`config.mk`:
```
export PLATFORM = sky130hd
export DESIGN_NAME = ifetch_prefetch
export DESIGN_NICKNAME = d
export VERILOG_FILES = /design/src/rtl/ifetch_prefetch.sv
export SDC_FILE = /design/constraint.sdc
export NUM_CORES = 1
export LEC_CHECK = 0
export CAP_MARGIN = 20
export CORE_MARGIN = 8
export CORE_UTILIZATION = 40
export DETAILED_ROUTE_END_ITERATION = 8
export SYNTH_ARGS = -nofsm -noshare
export SYNTH_HDL_FRONTEND = slang
export SYNTH_SLANG_ARGS = --single-unit
```
`constraint.sdc`:
```
create_clock -name clk -period 6.3 [get_ports clk]
set_input_delay 1.89 -clock clk [delete_from_list [all_inputs] [get_ports clk]]
set_output_delay 1.89 -clock clk [all_outputs]
set_load 0.01 [all_outputs]
```
`src/rtl/ifetch_prefetch.sv`:
```
// ============================================================================
// Module   : ifetch_prefetch
// Brief    : Instruction fetch with req/ack memory port and prefetch FIFO
//            feeding decode over valid/ready; supports redirect and halt.
// Revision : 1.0
// ============================================================================
`default_nettype none

module ifetch_prefetch #(
    parameter int          DEPTH    = 4,
    parameter logic [15:0] RESET_PC = 16'h0000,
    parameter int          CNTW     = 3
) (
    input  logic            clk,
    input  logic            reset,
    output logic            o_imem_req,
    output logic [15:0]     o_imem_addr,
    input  logic            i_imem_ack,
    input  logic [15:0]     i_imem_rdata,
    output logic            o_ir_valid,
    output logic [15:0]     o_ir,
    output logic [15:0]     o_ir_pc,
    input  logic            i_ir_ready,
    input  logic            i_redirect,
    input  logic [15:0]     i_redirect_pc,
    input  logic            i_halt,
    output logic [CNTW-1:0] o_fifo_count
);

    localparam int              c_ptrw  = (DEPTH > 1) ? $clog2(DEPTH) : 1;
    localparam logic [CNTW-1:0] c_depth = CNTW'(DEPTH);

    typedef enum logic [1:0] {
        S_IDLE   = 2'd0,
        S_WAIT   = 2'd1,
        S_SQUASH = 2'd2
    } state_t;

    state_t            r_state;
    logic [15:0]       r_fetch_pc;
    logic              r_req;
    logic [15:0]       r_addr;
    logic [15:0]       r_mem_ir [DEPTH];
    logic [15:0]       r_mem_pc [DEPTH];
    logic [c_ptrw-1:0] r_rd_ptr;
    logic [c_ptrw-1:0] r_wr_ptr;
    logic [CNTW-1:0]   r_count;
    logic              r_ir_valid;
    logic [15:0]       r_ir;
    logic [15:0]       r_ir_pc;

    logic              w_push;
    logic              w_pop;
    logic [CNTW-1:0]   w_count_next;
    logic              w_can_issue;
    logic [c_ptrw-1:0] w_rd_next;
    logic              w_head_fwd;
    logic [15:0]       w_head_ir;
    logic [15:0]       w_head_pc;
    logic [15:0]       w_pc_inc;

    // A redirect voids both the push and the pop of its cycle.
    assign w_push       = (r_state == S_WAIT) && i_imem_ack && !i_redirect;
    assign w_pop        = (r_count != '0) && i_ir_ready && !i_redirect;
    assign w_count_next = r_count + CNTW'(w_push) - CNTW'(w_pop);
    assign w_can_issue  = !i_halt && !i_redirect && (w_count_next < c_depth);
    assign w_pc_inc     = r_fetch_pc + 16'd1;

    // The new head is either already stored or is the word arriving now.
    assign w_rd_next  = r_rd_ptr + c_ptrw'(w_pop);
    assign w_head_fwd = w_push && (r_wr_ptr == w_rd_next);
    assign w_head_ir  = w_head_fwd ? i_imem_rdata : r_mem_ir[w_rd_next];
    assign w_head_pc  = w_head_fwd ? r_fetch_pc   : r_mem_pc[w_rd_next];

    always_ff @(posedge clk) begin
        if (w_push) begin
            r_mem_ir[r_wr_ptr] <= i_imem_rdata;
            r_mem_pc[r_wr_ptr] <= r_fetch_pc;
        end
    end

    always_ff @(posedge clk or posedge reset) begin
        if (reset) begin
            r_state    <= S_IDLE;
            r_fetch_pc <= RESET_PC;
            r_req      <= 1'b0;
            r_addr     <= RESET_PC;
            r_rd_ptr   <= '0;
            r_wr_ptr   <= '0;
            r_count    <= '0;
            r_ir_valid <= 1'b0;
            r_ir       <= 16'h0000;
            r_ir_pc    <= 16'h0000;
        end else begin
            if (i_redirect) begin
                r_rd_ptr   <= '0;
                r_wr_ptr   <= '0;
                r_count    <= '0;
                r_ir_valid <= 1'b0;
            end else begin
                if (w_push) begin
                    r_wr_ptr <= r_wr_ptr + c_ptrw'(1);
                end
                r_rd_ptr   <= w_rd_next;
                r_count    <= w_count_next;
                r_ir_valid <= (w_count_next != '0);
                if (w_count_next != '0) begin
                    r_ir    <= w_head_ir;
                    r_ir_pc <= w_head_pc;
                end
            end

            case (r_state)
                S_IDLE: begin
                    if (i_redirect) begin
                        r_fetch_pc <= i_redirect_pc;
                    end else if (w_can_issue) begin
                        r_state <= S_WAIT;
                        r_req   <= 1'b1;
                        r_addr  <= r_fetch_pc;
                    end
                end
                S_WAIT: begin
                    if (i_redirect) begin
                        r_fetch_pc <= i_redirect_pc;
                        if (i_imem_ack) begin
                            r_state <= S_IDLE;
                            r_req   <= 1'b0;
                        end else begin
                            r_state <= S_SQUASH;
                        end
                    end else if (i_imem_ack) begin
                        r_fetch_pc <= w_pc_inc;
                        if (w_can_issue) begin
                            r_addr <= w_pc_inc;
                        end else begin
                            r_state <= S_IDLE;
                            r_req   <= 1'b0;
                        end
                    end
                end
                S_SQUASH: begin
                    // Stale request must still complete before a new one issues.
                    if (i_redirect) begin
                        r_fetch_pc <= i_redirect_pc;
                    end else if (i_imem_ack) begin
                        r_state <= S_IDLE;
                        r_req   <= 1'b0;
                    end
                end
                default: begin
                    r_state <= S_IDLE;
                    r_req   <= 1'b0;
                end
            endcase
        end
    end

    assign o_imem_req   = r_req;
    assign o_imem_addr  = r_addr;
    assign o_ir_valid   = r_ir_valid;
    assign o_ir         = r_ir;
    assign o_ir_pc      = r_ir_pc;
    assign o_fifo_count = r_count;

endmodule

`default_nettype wire
```
==> flow_summary.html, run 1 <==
<table>
<tr><th>Metric</th><th>Value</th></tr>
<tr><th colspan="2">Floorplanning</th></tr>
<tr><td>DIE AREA</td><td>0.0265 mm^2</td></tr>
<tr><td>Core area</td><td>0.0211 mm^2</td></tr>
<tr><td>Effective utilization at floorplan</td><td>40.8%</td></tr>
<tr><td>Number of top-level design ports</td><td>91</td></tr>
<tr><td>Number of cell rows</td><td>53</td></tr>
<tr><td>Die X-Extent</td><td>163 um</td></tr>
<tr><td>Vertical die dimension</td><td>163 um</td></tr>
<tr><th colspan="2">Synth</th></tr>
<tr><td>Share of Yosys cell area claimed by the top area cell type</td><td>44.7%</td></tr>
<tr><td>Synthesized area per cell</td><td>13.6 um^2</td></tr>
<tr><td>Share of async-settable or async-resettable flops after synthesis</td><td>36.9%</td></tr>
<tr><td>Cell type contributing the most total cell area after synthesis</td><td>edfxtp_1</td></tr>
<tr><td>Post-synthesis instance area</td><td>0.00860 mm^2</td></tr>
<tr><td>Yosys Warn Count</td><td>0</td></tr>
<tr><td>Synthesized Nets</td><td>680</td></tr>
<tr><td>Flops &amp; latches, synth</td><td>203</td></tr>
<tr><td>Proportion of synthesized area in mux cells</td><td>8.73%</td></tr>
<tr><td>Xor and xnor area share after synthesis</td><td>2.12%</td></tr>
<tr><td>Area contributors post-synth</td><td>edfxtp_1 (45%), dfrtp_1 (22%), mux4_2 (8.4%)</td></tr>
<tr><td>Share of the yosys chip area belonging to registers</td><td>66.5%</td></tr>
<tr><td>Post-synthesis simple-gate area fraction</td><td>10.6%</td></tr>
<tr><td>Number of synthesized flops with an enable pin</td><td>128</td></tr>
<tr><td>Synth Flop Type</td><td>edfxtp_1</td></tr>
<tr><td>Arithmetic-cell share of the synthesized area counting full adders, half adders and majority gates</td><td>1.40%</td></tr>
<tr><td>Instance count of the mapped netlist</td><td>633</td></tr>
<tr><td>Number of distinct standard cells referenced by the synthesized netlist</td><td>51</td></tr>
<tr><td>Synthesized-area fraction occupied by ao, oa, aoi and oai cells</td><td>8.00%</td></tr>
<tr><td>Dominant combinational cell family by area after synthesis</td><td>simple AND/OR/NAND/NOR gates</td></tr>
<tr><th colspan="2">Setup path</th></tr>
<tr><td>Arrival time reported for the critical path endpoint</td><td>5.34 ns</td></tr>
<tr><td>Worst endpoint required time</td><td>6.63 ns</td></tr>
<tr><td>Max Fanout on Critical Path</td><td>65</td></tr>
<tr><td>Worst reg-to-reg setup slack</td><td>2.90 ns</td></tr>
<tr><td>FF-to-FF End</td><td>o_ir[8]</td></tr>
<tr><td>Category of the worst setup path capture point</td><td>register</td></tr>
<tr><td>Startpoint Class</td><td>input pin</td></tr>
<tr><td>Category of the most critical setup path</td><td>in -&gt; reg</td></tr>
<tr><td>R2R Path Start</td><td>r_state[0]</td></tr>
<tr><td>Register-to-Register Path Depth</td><td>11</td></tr>
<tr><th colspan="2">Power</th></tr>
<tr><td>Maximum resistive drop on vdd</td><td>222 uV</td></tr>
<tr><td>Overall Power</td><td>4.65 mW</td></tr>
<tr><td>Leakage</td><td>3.65 nW</td></tr>
<tr><td>Power density over cell area</td><td>445 mW/mm^2</td></tr>
<tr><th colspan="2">Route</th></tr>
<tr><td>Violation count after the first detailed-routing iteration</td><td>361</td></tr>
<tr><td>Routed via count divided by cell count</td><td>5.40</td></tr>
<tr><td>Routed met2 length</td><td>9.21 mm</td></tr>
<tr><td>WL per Instance</td><td>19.6 um</td></tr>
<tr><td>TritonRoute pass-1 iters</td><td>4</td></tr>
<tr><td>Number of design rule violations left after detail routing</td><td>0</td></tr>
<tr><td>Total via count in the routed design</td><td>5398</td></tr>
<tr><td>Remaining antenna violation count</td><td>0</td></tr>
<tr><td>DR WL met3</td><td>1.25 mm</td></tr>
<tr><td>Final wirelength</td><td>19.6 mm</td></tr>
<tr><td>Top layer reached by signal wires</td><td>met4</td></tr>
<tr><td>Routed metal-1 wirelength</td><td>8.80 mm</td></tr>
<tr><th colspan="2">Min path</th></tr>
<tr><td>Path category of the worst min-delay check</td><td>reg -&gt; reg</td></tr>
<tr><td>Hold Startpoint</td><td>o_imem_addr[6]</td></tr>
<tr><td>Worst hold path depth</td><td>2</td></tr>
<tr><td>Worst-case hold path end point</td><td>o_imem_addr[6]</td></tr>
<tr><th colspan="2">CTS</th></tr>
<tr><td>CTS hold repair buffers</td><td>0</td></tr>
<tr><td>Post-CTS repair timing setup buffer count</td><td>0</td></tr>
<tr><td>Clock Path Buffers</td><td>3</td></tr>
<tr><td>Clock tree from TritonCTS</td><td>built</td></tr>
<tr><td>Resize count post-CTS</td><td>0</td></tr>
<tr><td>Clock slew seen by the registers of the worst setup and hold paths</td><td>0.06 ns</td></tr>
<tr><td>CTS root buffer</td><td>clkbuf_16</td></tr>
<tr><td>Clock latency on the worst-skew pair</td><td>0.50 ns</td></tr>
<tr><td>CTS buffer count</td><td>22</td></tr>
<tr><td>Depth of the CTS H-tree</td><td>1</td></tr>
<tr><td>Sink Count</td><td>203</td></tr>
<tr><th colspan="2">Run</th></tr>
<tr><td>Max-capacitance violation count</td><td>0</td></tr>
<tr><th colspan="2">GRT</th></tr>
<tr><td>Number of global-route vias before repair</td><td>5668</td></tr>
<tr><td>Global route overflow</td><td>0</td></tr>
<tr><td>Initial antenna violation count</td><td>0</td></tr>
<tr><td>Total global routing track utilization</td><td>14.9%</td></tr>
<tr><td>Global-route wire length before repair</td><td>31.2 mm</td></tr>
<tr><td>Maximum number of pins on one net before global-route repair</td><td>66</td></tr>
<tr><th colspan="2">Placement</th></tr>
<tr><td>Final HPWL from detailed placement</td><td>11.7 mm</td></tr>
<tr><td>Final estimated routing congestion in global placement</td><td>0.918</td></tr>
<tr><td>Port buffer count</td><td>90</td></tr>
<tr><td>Placed Instances</td><td>961</td></tr>
<tr><td>Placed cell area</td><td>0.00979 mm^2</td></tr>
<tr><th colspan="2">Timing</th></tr>
<tr><td>Worst clock skew on the final layout</td><td>0.00778 ns</td></tr>
<tr><td>Minimum period implied by the final worst setup slack</td><td>5.01 ns</td></tr>
<tr><td>Final period util</td><td>79.5%</td></tr>
<tr><td>Final number of max-transition violations</td><td>0</td></tr>
<tr><td>Aggregate negative setup slack</td><td>0 ns</td></tr>
<tr><td>Least-Margin Pin Slew</td><td>0.958 ns</td></tr>
<tr><td>Min Hold Slack</td><td>0.547 ns</td></tr>
<tr><td>Achievable clock frequency</td><td>200 MHz</td></tr>
<tr><td>Setup-failing EPs final</td><td>0</td></tr>
<tr><td>Setup repair after global routing missed its margin</td><td>false</td></tr>
<tr><td>Number of hold violations in the final report</td><td>0</td></tr>
<tr><td>Normalized max-slew margin</td><td>36.2%</td></tr>
<tr><th colspan="2">Final layout</th></tr>
<tr><td>P&amp;R area growth vs syn</td><td>21.6%</td></tr>
<tr><td>Most frequent cells in the layout</td><td>edfxtp_1 (128), clkdlybuf4s50_1 (90), nand2_1 (79)</td></tr>
<tr><td>Fill count</td><td>1824</td></tr>
<tr><td>Commonest non-fill, non-tap cell in the layout</td><td>edfxtp_1</td></tr>
<tr><td>Area of all placed cells without fillers</td><td>0.0105 mm^2</td></tr>
<tr><td>Multi-input combinational cell area</td><td>0.00271 mm^2</td></tr>
<tr><td>Post-layout nets</td><td>757</td></tr>
<tr><td>ANT cells</td><td>0</td></tr>
<tr><td>Flip-flop and latch area</td><td>0.00572 mm^2</td></tr>
<tr><td>Final Instance Count excl. Fillers</td><td>1000</td></tr>
<tr><td>Layout cell share with drive strength beyond 1</td><td>11.4%</td></tr>
<tr><th colspan="2">Outcome</th></tr>
<tr><td>Run status</td><td>complete, no violations</td></tr>
</table>
[power by group]
group          leakage, nW  internal [mW]  total [mW]  switching, mW
clock network        0.325          0.703        1.20          0.496
logic                 1.32          0.723        1.46          0.742
registers             2.00           1.71        1.99          0.279
total                 3.65           3.14        4.65           1.52
[logic make-up after synthesis]
logic type,after synthesis
simple gates,203
xor+xnor,16
flops,203
compound gates,110
mux,35
fa+ha+maj,9
buf+inv,57
[how the worst max path moves through the flow]
| stage | startpoint | to | slack (ns) | depth (start not counted) |
|---|---|---|---|---|
| final | i_redirect | o_ir[8] | 1.29 | 12 |
| after global routing | i_redirect | o_ir[8] | 0.97 | 13 |
| after CTS | i_redirect | o_ir[8] | 1.25 | 13 |
| after detailed placement | i_redirect | o_ir[8] | 0.74 | 12 |
| after global placement | i_redirect | o_ir[9] | 0.88 | 13 |
| after floorplan | i_redirect | o_imem_addr[13] | 1.79 | 13 |
[worst max-delay path, stage by stage]
cell and delay [ns]:
clkdlybuf4s50_1 0.72, and4bb_2 0.52, inv_1 0.07, ha_1 0.27, inv_1 0.06, ha_1 0.13
inv_1 0.05, fa_1 0.40, xnor3_1 0.25, a31oi_4 0.19, buf_4 0.58, a31oi_1 0.18
[through the flow]
step	utilization (%)	setup slack, ns
final	49.6	1.29
after global routing	49.6	0.973
after detailed placement	46.4	0.743
after CTS	49.6	1.25
after global placement	46.4	0.878
after floorplan	-	1.79
[layout make-up]
type | count | share of cell area (%)
Sequential cell | 203 | 54.7
Inverter | 11 | 0.407
Clock inverter | 12 | 0.753
Multi-Input combinational cell | 373 | 25.9
Timing Repair Buffer | 99 | 9.38
Tap cell | 275 | 3.29
Clock buffer | 27 | 5.64
[state kept, by name (all words and copies together), names as in the netlist]
signal        cells
o_fifo_count      3
o_imem_addr      16
o_imem_req        1
o_ir             16
o_ir_pc          16
o_ir_valid        1
r_fetch_pc       16
r_mem_ir         64
r_mem_pc         64
r_rd_ptr          2
r_state           2
r_wr_ptr          2
[Yosys cell counts, drive strengths merged (3+ instances only)]
library cell / n
nor3: 5
xor2: 3
o21ai: 14
mux4: 32
a2bb2oi: 3
nand2: 80
o22ai: 4
inv: 11
or3: 7
and2: 5
ha: 8
edfxtp: 128
nor2: 64
a21oi: 31
mux2i: 3
nand3: 11
or4: 3
and3: 4
xnor2: 10
nor4: 4
buf: 18
clkbuf: 28
nand4: 5
nand2b: 6
a31oi: 40
dfrtp: 75
[routing by layer]
metal | vias to the layer above | track usage [%]
met5 | - | 0
met4 | 0 | 3.84
met3 | 27 | 3.39
met2 | 177 | 23.9
met1 | 2680 | 20.1
li1 | 2514 | -
Note: power is estimated with default switching activity, not from simulation.
==> inputs of run 2 (changes only) <==
- clock period: 6.3 -> 5.1 ns (I/O delays scaled with it)
==> run 2 against run 1 <==
Clock skew barely moved. Worst hold slack got worse by 0.014 ns. Via count fell by 1.1%. Power rose by 23%. Worst setup slack got worse by 0.43 ns. Utilization rose by 0.15 points. Sequential share of layout area fell by 0.16 points. First-iteration DRC count rose by 1.4%. Critical path type unchanged. Critical endpoint is now o_imem_addr[14]. Largest cell class unchanged.
==> flow_summary.html, run 2 (synthesized netlist as in run 1, its figures left out) <==
<table>
<tr><th>Metric</th><th>Value</th></tr>
<tr><th colspan="2">Timing</th></tr>
<tr><td>Setup repair after global routing missed its margin</td><td>false (unchanged)</td></tr>
<tr><td>Aggregate negative setup slack</td><td>0 ns (unchanged)</td></tr>
<tr><td>Worst clock skew on the final layout</td><td>0.00765 ns (was 0.00778 ns)</td></tr>
<tr><td>Number of hold violations in the final report</td><td>0 (unchanged)</td></tr>
<tr><td>Final number of max-transition violations</td><td>0 (unchanged)</td></tr>
<tr><td>Normalized max-slew margin</td><td>36.3% (was 36.2%)</td></tr>
<tr><td>Achievable clock frequency</td><td>236 MHz</td></tr>
<tr><td>Minimum period implied by the final worst setup slack</td><td>4.24 ns</td></tr>
<tr><td>Post-route worst setup slack</td><td>0.862 ns (was 1.29 ns)</td></tr>
<tr><td>Setup-failing EPs final</td><td>0 (unchanged)</td></tr>
<tr><td>Least-Margin Pin Slew</td><td>0.955 ns (was 0.958 ns)</td></tr>
<tr><td>Final period util</td><td>83.1%</td></tr>
<tr><th colspan="2">CTS</th></tr>
<tr><td>Post-CTS repair timing setup buffer count</td><td>0 (unchanged)</td></tr>
<tr><td>Clock Path Buffers</td><td>3 (unchanged)</td></tr>
<tr><td>Clock slew seen by the registers of the worst setup and hold paths</td><td>0.06 ns (about the same)</td></tr>
<tr><td>Clock latency on the worst-skew pair</td><td>0.49 ns (was 0.50 ns)</td></tr>
<tr><td>Resize count post-CTS</td><td>0 (unchanged)</td></tr>
<tr><td>CTS hold repair buffers</td><td>0 (unchanged)</td></tr>
<tr><td>Clock tree from TritonCTS</td><td>built (unchanged)</td></tr>
<tr><td>Sink Count</td><td>203 (unchanged)</td></tr>
<tr><td>CTS buffer count</td><td>22 (unchanged)</td></tr>
<tr><td>CTS root buffer</td><td>clkbuf_16 (unchanged)</td></tr>
<tr><td>Depth of the CTS H-tree</td><td>1 (unchanged)</td></tr>
<tr><th colspan="2">Outcome</th></tr>
<tr><td>Run status</td><td>complete, no violations (unchanged)</td></tr>
<tr><th colspan="2">Floorplanning</th></tr>
<tr><td>Vertical die dimension</td><td>163 um (unchanged)</td></tr>
<tr><td>Number of top-level design ports</td><td>91 (unchanged)</td></tr>
<tr><td>Die X-Extent</td><td>163 um (unchanged)</td></tr>
<tr><td>Effective utilization at floorplan</td><td>40.8% (unchanged)</td></tr>
<tr><td>DIE AREA</td><td>0.0265 mm^2 (unchanged)</td></tr>
<tr><td>Number of cell rows</td><td>53 (unchanged)</td></tr>
<tr><td>Core area</td><td>0.0211 mm^2 (unchanged)</td></tr>
<tr><th colspan="2">GRT</th></tr>
<tr><td>Maximum number of pins on one net before global-route repair</td><td>66 (unchanged)</td></tr>
<tr><td>Total global routing track utilization</td><td>14.7% (was 14.9%)</td></tr>
<tr><td>Global-route wire length before repair</td><td>31.2 mm (about the same)</td></tr>
<tr><td>Global route overflow</td><td>0 (unchanged)</td></tr>
<tr><td>Number of global-route vias before repair</td><td>5635 (was 5668)</td></tr>
<tr><td>Initial antenna violation count</td><td>0 (unchanged)</td></tr>
<tr><th colspan="2">Final layout</th></tr>
<tr><td>Commonest non-fill, non-tap cell in the layout</td><td>edfxtp_1 (unchanged)</td></tr>
<tr><td>Top Registers</td><td>r_mem_ir: 64 flops, r_mem_pc: 64 flops (unchanged)</td></tr>
<tr><td>ANT cells</td><td>0 (unchanged)</td></tr>
<tr><td>Layout cell share with drive strength beyond 1</td><td>11.7% (was 11.4%)</td></tr>
<tr><td>Fill count</td><td>1843 (was 1824)</td></tr>
<tr><td>Final core area utilization</td><td>49.8% (was 49.6%)</td></tr>
<tr><td>Most frequent cells in the layout</td><td>edfxtp_1 (128), clkdlybuf4s50_1 (90), nand2_1 (79) (unchanged)</td></tr>
<tr><td>P&amp;R area growth vs syn</td><td>22.0% (was 21.6%)</td></tr>
<tr><td>Post-layout nets</td><td>760 (was 757)</td></tr>
<tr><td>Area of all placed cells without fillers</td><td>0.0105 mm^2 (about the same)</td></tr>
<tr><th colspan="2">Placement</th></tr>
<tr><td>Port buffer count</td><td>90 (unchanged)</td></tr>
<tr><td>Final HPWL from detailed placement</td><td>11.9 mm (was 11.7 mm)</td></tr>
<tr><td>Final estimated routing congestion in global placement</td><td>0.888 (was 0.918)</td></tr>
<tr><td>Placed cell area</td><td>0.00984 mm^2 (was 0.00979 mm^2)</td></tr>
<tr><td>Post-placement worst setup slack</td><td>0.328 ns (was 0.743 ns)</td></tr>
<tr><th colspan="2">Setup path</th></tr>
<tr><td>Category of the most critical setup path</td><td>in -&gt; reg (unchanged)</td></tr>
<tr><td>Max Fanout on Critical Path</td><td>32 (was 65)</td></tr>
<tr><td>Category of the worst setup path capture point</td><td>register (unchanged)</td></tr>
<tr><td>Arrival time reported for the critical path endpoint</td><td>4.65 ns (was 5.34 ns)</td></tr>
<tr><td>Startpoint Class</td><td>input pin (unchanged)</td></tr>
<tr><td>Worst endpoint required time</td><td>5.51 ns (was 6.63 ns)</td></tr>
<tr><th colspan="2">Route</th></tr>
<tr><td>Final wirelength</td><td>19.4 mm (was 19.6 mm)</td></tr>
<tr><td>Violation count after the first detailed-routing iteration</td><td>366 (was 361)</td></tr>
<tr><td>Total via count in the routed design</td><td>5337 (was 5398)</td></tr>
<tr><td>TritonRoute pass-1 iters</td><td>5 (was 4)</td></tr>
<tr><td>Routed via count divided by cell count</td><td>5.32 (was 5.40)</td></tr>
<tr><td>Number of design rule violations left after detail routing</td><td>0 (unchanged)</td></tr>
<tr><td>Remaining antenna violation count</td><td>0 (unchanged)</td></tr>
<tr><td>WL per Instance</td><td>19.3 um (was 19.6 um)</td></tr>
<tr><th colspan="2">Power</th></tr>
<tr><td>Maximum resistive drop on vdd</td><td>226 uV (was 222 uV)</td></tr>
<tr><td>Leakage</td><td>3.67 nW (was 3.65 nW)</td></tr>
<tr><td>Power density over cell area</td><td>546 mW/mm^2 (was 445 mW/mm^2)</td></tr>
<tr><th colspan="2">Min path</th></tr>
<tr><td>Path category of the worst min-delay check</td><td>reg -&gt; reg (unchanged)</td></tr>
<tr><th colspan="2">Run</th></tr>
<tr><td>Max-capacitance violation count</td><td>0 (unchanged)</td></tr>
</table>
[run 2: cell count changes in the layout (fill, tap and decap cells not counted), sizes merged]
cell | previous run | this run
clkbuf | 27 | 35
bufinv | 1 | 0
buf | 9 | 12
clkinv | 11 | 6
clkinvlp | 1 | 0
[run 2: area by class of cell]
class	instances	area (um^2)	share of cell area [%]
clock buffers	35	631	6.01
clock inverters	5	22.5	0.215
inverters	11	42.5	0.405
multi-input cells	373	2710	25.8
flip-flops and latches	203	5720	54.5
well taps	275	344	3.28
repair buffers	102	1030	9.80
[run 2: power by group]
group          switching [mW]  internal (mW)
Combinational           0.913          0.913
Sequential              0.349           2.11
Clock                   0.598          0.845
[run 2: critical path, stage by stage]
cell             delay, ns
clkdlybuf4s50_1       0.57
and4bb_2              0.45
inv_1                 0.06
ha_1                  0.26
inv_1                 0.06
ha_1                  0.14
inv_1                 0.05
fa_1                  0.39
xor3_1                0.26
a2111oi_4             0.30
buf_4                 0.35
nor2_1                0.08
a31oi_1               0.15
[run 2: final timing paths]
kind / from / to / slack (ns) / cells past startpoint
max: i_redirect / o_imem_addr[14] / 0.86 / 13
min: o_imem_addr[7] / o_imem_addr[7] / 0.53 / 2
max reg2reg: r_state[0] / o_imem_addr[14] / 1.89 / 12
min reg2reg: o_imem_addr[7] / o_imem_addr[7] / 0.53 / 2
max in group asynchronous: reset / r_fetch_pc[12] / 2.85 / 4
min in group asynchronous: reset / o_ir[6] / 1.37 / 2
[run 2: per-stage QoR]
step                hold WS (ns)  power, mW  std cells
global placement           0.516       4.29        963
finish                     0.534       5.73       1004
global route               0.578       6.08       1004
CTS                        0.548       5.81       1004
floorplan                  0.471       3.52        633
detailed placement         0.520       4.34        964
[run 2: layer usage]
metal / routed length (um) / GRT usage, % / vias up
li1: - / - / 2516
met1: 8560 / 20.1 / 2623
met2: 9030 / 23.7 / 173
met3: 1450 / 3.21 / 25
met4: 319 / 3.25 / 0
met5: 0 / 0 / -
==> inputs of run 3 (changes only) <==
- clock period: 5.1 -> 3.44 ns (I/O delays scaled with it)
==> run 3 against run 2 <==
Sequential power rose by 47%. Power increased by 56%. Clock skew is 0.0019 ns higher. First-iteration DRC count shrank 5.2%. Critical path type unchanged. Highest routed layer unchanged.
==> flow_summary.html, run 3 (synthesized netlist as in run 1, its figures left out) <==
<table>
<tr><th>Metric</th><th>Value</th></tr>
<tr><th colspan="2">CTS</th></tr>
<tr><td>Clock latency on the worst-skew pair</td><td>0.51 ns (was 0.49 ns)</td></tr>
<tr><td>CTS root buffer</td><td>clkbuf_16 (unchanged)</td></tr>
<tr><td>Clock slew seen by the registers of the worst setup and hold paths</td><td>0.06 ns (about the same)</td></tr>
<tr><td>CTS buffer count</td><td>23 (was 22)</td></tr>
<tr><td>Sink Count</td><td>203 (unchanged)</td></tr>
<tr><td>Depth of the CTS H-tree</td><td>1 (unchanged)</td></tr>
<tr><td>Clock tree from TritonCTS</td><td>built (unchanged)</td></tr>
<tr><td>Clock Path Buffers</td><td>3 (unchanged)</td></tr>
<tr><th colspan="2">Timing</th></tr>
<tr><td>Setup-failing EPs final</td><td>0 (unchanged)</td></tr>
<tr><td>Final number of max-transition violations</td><td>0 (unchanged)</td></tr>
<tr><td>Final period util</td><td>97.2%</td></tr>
<tr><td>Number of hold violations in the final report</td><td>0 (unchanged)</td></tr>
<tr><td>Achievable clock frequency</td><td>299 MHz</td></tr>
<tr><td>Worst clock skew on the final layout</td><td>0.00950 ns (was 0.00765 ns)</td></tr>
<tr><td>Aggregate negative setup slack</td><td>0 ns (unchanged)</td></tr>
<tr><td>Minimum period implied by the final worst setup slack</td><td>3.34 ns</td></tr>
<tr><td>Min Hold Slack</td><td>0.542 ns (was 0.534 ns)</td></tr>
<tr><td>Least-Margin Pin Slew</td><td>0.637 ns (was 0.955 ns)</td></tr>
<tr><td>Normalized max-slew margin</td><td>57.5% (was 36.3%)</td></tr>
<tr><th colspan="2">Route</th></tr>
<tr><td>Final wirelength</td><td>19.9 mm (was 19.4 mm)</td></tr>
<tr><td>Routed metal-1 wirelength</td><td>8.94 mm (was 8.56 mm)</td></tr>
<tr><td>DR WL met3</td><td>1.18 mm (was 1.45 mm)</td></tr>
<tr><td>Remaining antenna violation count</td><td>0 (unchanged)</td></tr>
<tr><td>Top layer reached by signal wires</td><td>met4 (unchanged)</td></tr>
<tr><td>Routed via count divided by cell count</td><td>5.36 (was 5.32)</td></tr>
<tr><td>Violation count after the first detailed-routing iteration</td><td>347 (was 366)</td></tr>
<tr><td>TritonRoute pass-1 iters</td><td>4 (was 5)</td></tr>
<tr><td>Total via count in the routed design</td><td>5479 (was 5337)</td></tr>
<tr><td>Number of design rule violations left after detail routing</td><td>0 (unchanged)</td></tr>
<tr><td>Routed met2 length</td><td>9.39 mm (was 9.03 mm)</td></tr>
<tr><td>WL per Instance</td><td>19.5 um (was 19.3 um)</td></tr>
<tr><th colspan="2">Final layout</th></tr>
<tr><td>Most frequent cells in the layout</td><td>edfxtp_1 (128), clkdlybuf4s50_1 (89), nand2_1 (79) (was edfxtp_1 (128), clkdlybuf4s50_1 (90), nand2_1 (79))</td></tr>
<tr><td>Layout cell share with drive strength beyond 1</td><td>15.0% (was 11.7%)</td></tr>
<tr><td>Post-layout nets</td><td>777 (was 760)</td></tr>
<tr><td>Top Registers</td><td>r_mem_ir: 64 flops, r_mem_pc: 64 flops (unchanged)</td></tr>
<tr><td>ANT cells</td><td>0 (unchanged)</td></tr>
<tr><td>Area of all placed cells without fillers</td><td>0.0109 mm^2 (was 0.0105 mm^2)</td></tr>
<tr><td>Final Instance Count excl. Fillers</td><td>1022 (was 1004)</td></tr>
<tr><td>Final core area utilization</td><td>51.6% (was 49.8%)</td></tr>
<tr><td>P&amp;R area growth vs syn</td><td>26.5% (was 22.0%)</td></tr>
<tr><td>Commonest non-fill, non-tap cell in the layout</td><td>edfxtp_1 (unchanged)</td></tr>
<tr><th colspan="2">Min path</th></tr>
<tr><td>Path category of the worst min-delay check</td><td>reg -&gt; reg (unchanged)</td></tr>
<tr><td>Hold Startpoint</td><td>o_imem_addr[9] (was o_imem_addr[7])</td></tr>
<tr><th colspan="2">GRT</th></tr>
<tr><td>Total global routing track utilization</td><td>14.9% (was 14.7%)</td></tr>
<tr><td>Maximum number of pins on one net before global-route repair</td><td>47 (was 66)</td></tr>
<tr><td>Global-route wire length before repair</td><td>31.5 mm (was 31.2 mm)</td></tr>
<tr><td>Global route overflow</td><td>0 (unchanged)</td></tr>
<tr><td>Number of global-route vias before repair</td><td>5750 (was 5635)</td></tr>
<tr><td>Initial antenna violation count</td><td>0 (unchanged)</td></tr>
<tr><th colspan="2">Run</th></tr>
<tr><td>Max-capacitance violation count</td><td>0 (unchanged)</td></tr>
<tr><th colspan="2">Placement</th></tr>
<tr><td>Final estimated routing congestion in global placement</td><td>0.864 (was 0.888)</td></tr>
<tr><td>Port buffer count</td><td>90 (unchanged)</td></tr>
<tr><td>Placed cell area</td><td>0.0101 mm^2 (was 0.00984 mm^2)</td></tr>
<tr><td>Placed Instances</td><td>976 (was 964)</td></tr>
<tr><td>Final HPWL from detailed placement</td><td>12.4 mm (was 11.9 mm)</td></tr>
<tr><th colspan="2">Setup path</th></tr>
<tr><td>Startpoint Class</td><td>input pin (unchanged)</td></tr>
<tr><td>Max Fanout on Critical Path</td><td>8 (was 32)</td></tr>
<tr><td>Start point of the critical path</td><td>i_imem_ack (was i_redirect)</td></tr>
<tr><td>Category of the worst setup path capture point</td><td>register (unchanged)</td></tr>
<tr><td>R2R Path Start</td><td>r_state[1] (was r_state[0])</td></tr>
<tr><td>Arrival time reported for the critical path endpoint</td><td>3.77 ns (was 4.65 ns)</td></tr>
<tr><td>Worst endpoint required time</td><td>3.87 ns (was 5.51 ns)</td></tr>
<tr><td>Category of the most critical setup path</td><td>in -&gt; reg (unchanged)</td></tr>
<tr><th colspan="2">Power</th></tr>
<tr><td>Leakage</td><td>3.86 nW (was 3.67 nW)</td></tr>
<tr><td>Maximum resistive drop on vdd</td><td>388 uV (was 226 uV)</td></tr>
<tr><td>Power density over cell area</td><td>823 mW/mm^2 (was 546 mW/mm^2)</td></tr>
<tr><th colspan="2">Floorplanning</th></tr>
<tr><td>Number of top-level design ports</td><td>91 (unchanged)</td></tr>
<tr><td>DIE AREA</td><td>0.0265 mm^2 (unchanged)</td></tr>
<tr><td>Die X-Extent</td><td>163 um (unchanged)</td></tr>
<tr><td>Core area</td><td>0.0211 mm^2 (unchanged)</td></tr>
<tr><td>Effective utilization at floorplan</td><td>40.8% (unchanged)</td></tr>
<tr><td>Vertical die dimension</td><td>163 um (unchanged)</td></tr>
<tr><td>Number of cell rows</td><td>53 (unchanged)</td></tr>
<tr><th colspan="2">Outcome</th></tr>
<tr><td>Run status</td><td>complete, no violations (unchanged)</td></tr>
</table>
## run 3: changes by cell type in the layout (fill, tap and decap cells not counted), moves of 2 or more
cell / delta
clkinv_1: -2
clkbuf_1: -5
clkbuf_16: +2
buf_4: +3
clkinv_2: +2
buf_12: +10
clkbuf_8: +4
## run 3: power breakdown
| group | total [mW] | switching (mW) | internal (mW) |
|---|---|---|---|
| combinational | 2.95 | 1.43 | 1.52 |
| clock | 2.39 | 0.958 | 1.43 |
| sequential | 3.62 | 0.490 | 3.13 |
| total | 8.96 | 2.88 | 6.08 |
## run 3: metal layers
| metal | track usage, % | up-vias |
|---|---|---|
| li1 | - | 2565 |
| met1 | 19.8 | 2722 |
| met2 | 24.1 | 164 |
| met3 | 3.72 | 28 |
| met4 | 3.88 | 0 |
| met5 | 0 | - |
## run 3: worst max-delay path, cell delays in order
cell and delay [ns]:
clkdlybuf4s50_1 0.48, and4bb_2 0.25, inv_1 0.05, ha_1 0.26, inv_1 0.06, ha_1 0.13, inv_1 0.05, fa_2 0.34
xor3_2 0.29, a2111oi_4 0.34, buf_6 0.18, clkbuf_16 0.15, nor2_1 0.04, a31oi_1 0.13
## run 3: worst paths after layout
path / cells after the start / endpoint / slack [ns]
max in group asynchronous: 3 / o_imem_addr[0] / 1.86
worst max-delay path: 14 / o_imem_addr[11] / 0.1
worst min register to register: 2 / o_imem_addr[9] / 0.54
min in group asynchronous: 2 / o_ir[3] / 0.92
worst max register to register: 13 / o_imem_addr[11] / 0.48
worst min-delay path: 2 / o_imem_addr[9] / 0.54
## run 3: area by class of cell
class	count	area [um^2]
clock inverters	8	83.8
multi-input cells	373	2710
well taps	275	344
repair buffers	118	1320
flip-flops and latches	203	5720
inverters	11	42.5
fillers	1791	10200
clock buffers	34	667
## run 3: per-stage QoR
stage,power [mW],setup slack [ns]
6_report,8.96,0.0957
5_1_grt,9.49,-0.00933
4_1_cts,9.01,0.0485
3_5_place_dp,6.58,-0.474
3_3_place_gp,6.50,-0.414
2_1_floorplan,5.24,0.0525
## run 3: timing repair
action	4_1_cts	5_1_grt
resized for setup	0	4
setup buffers	0	2
hold buffers	0	0
endpoints found under the setup margin	0	44
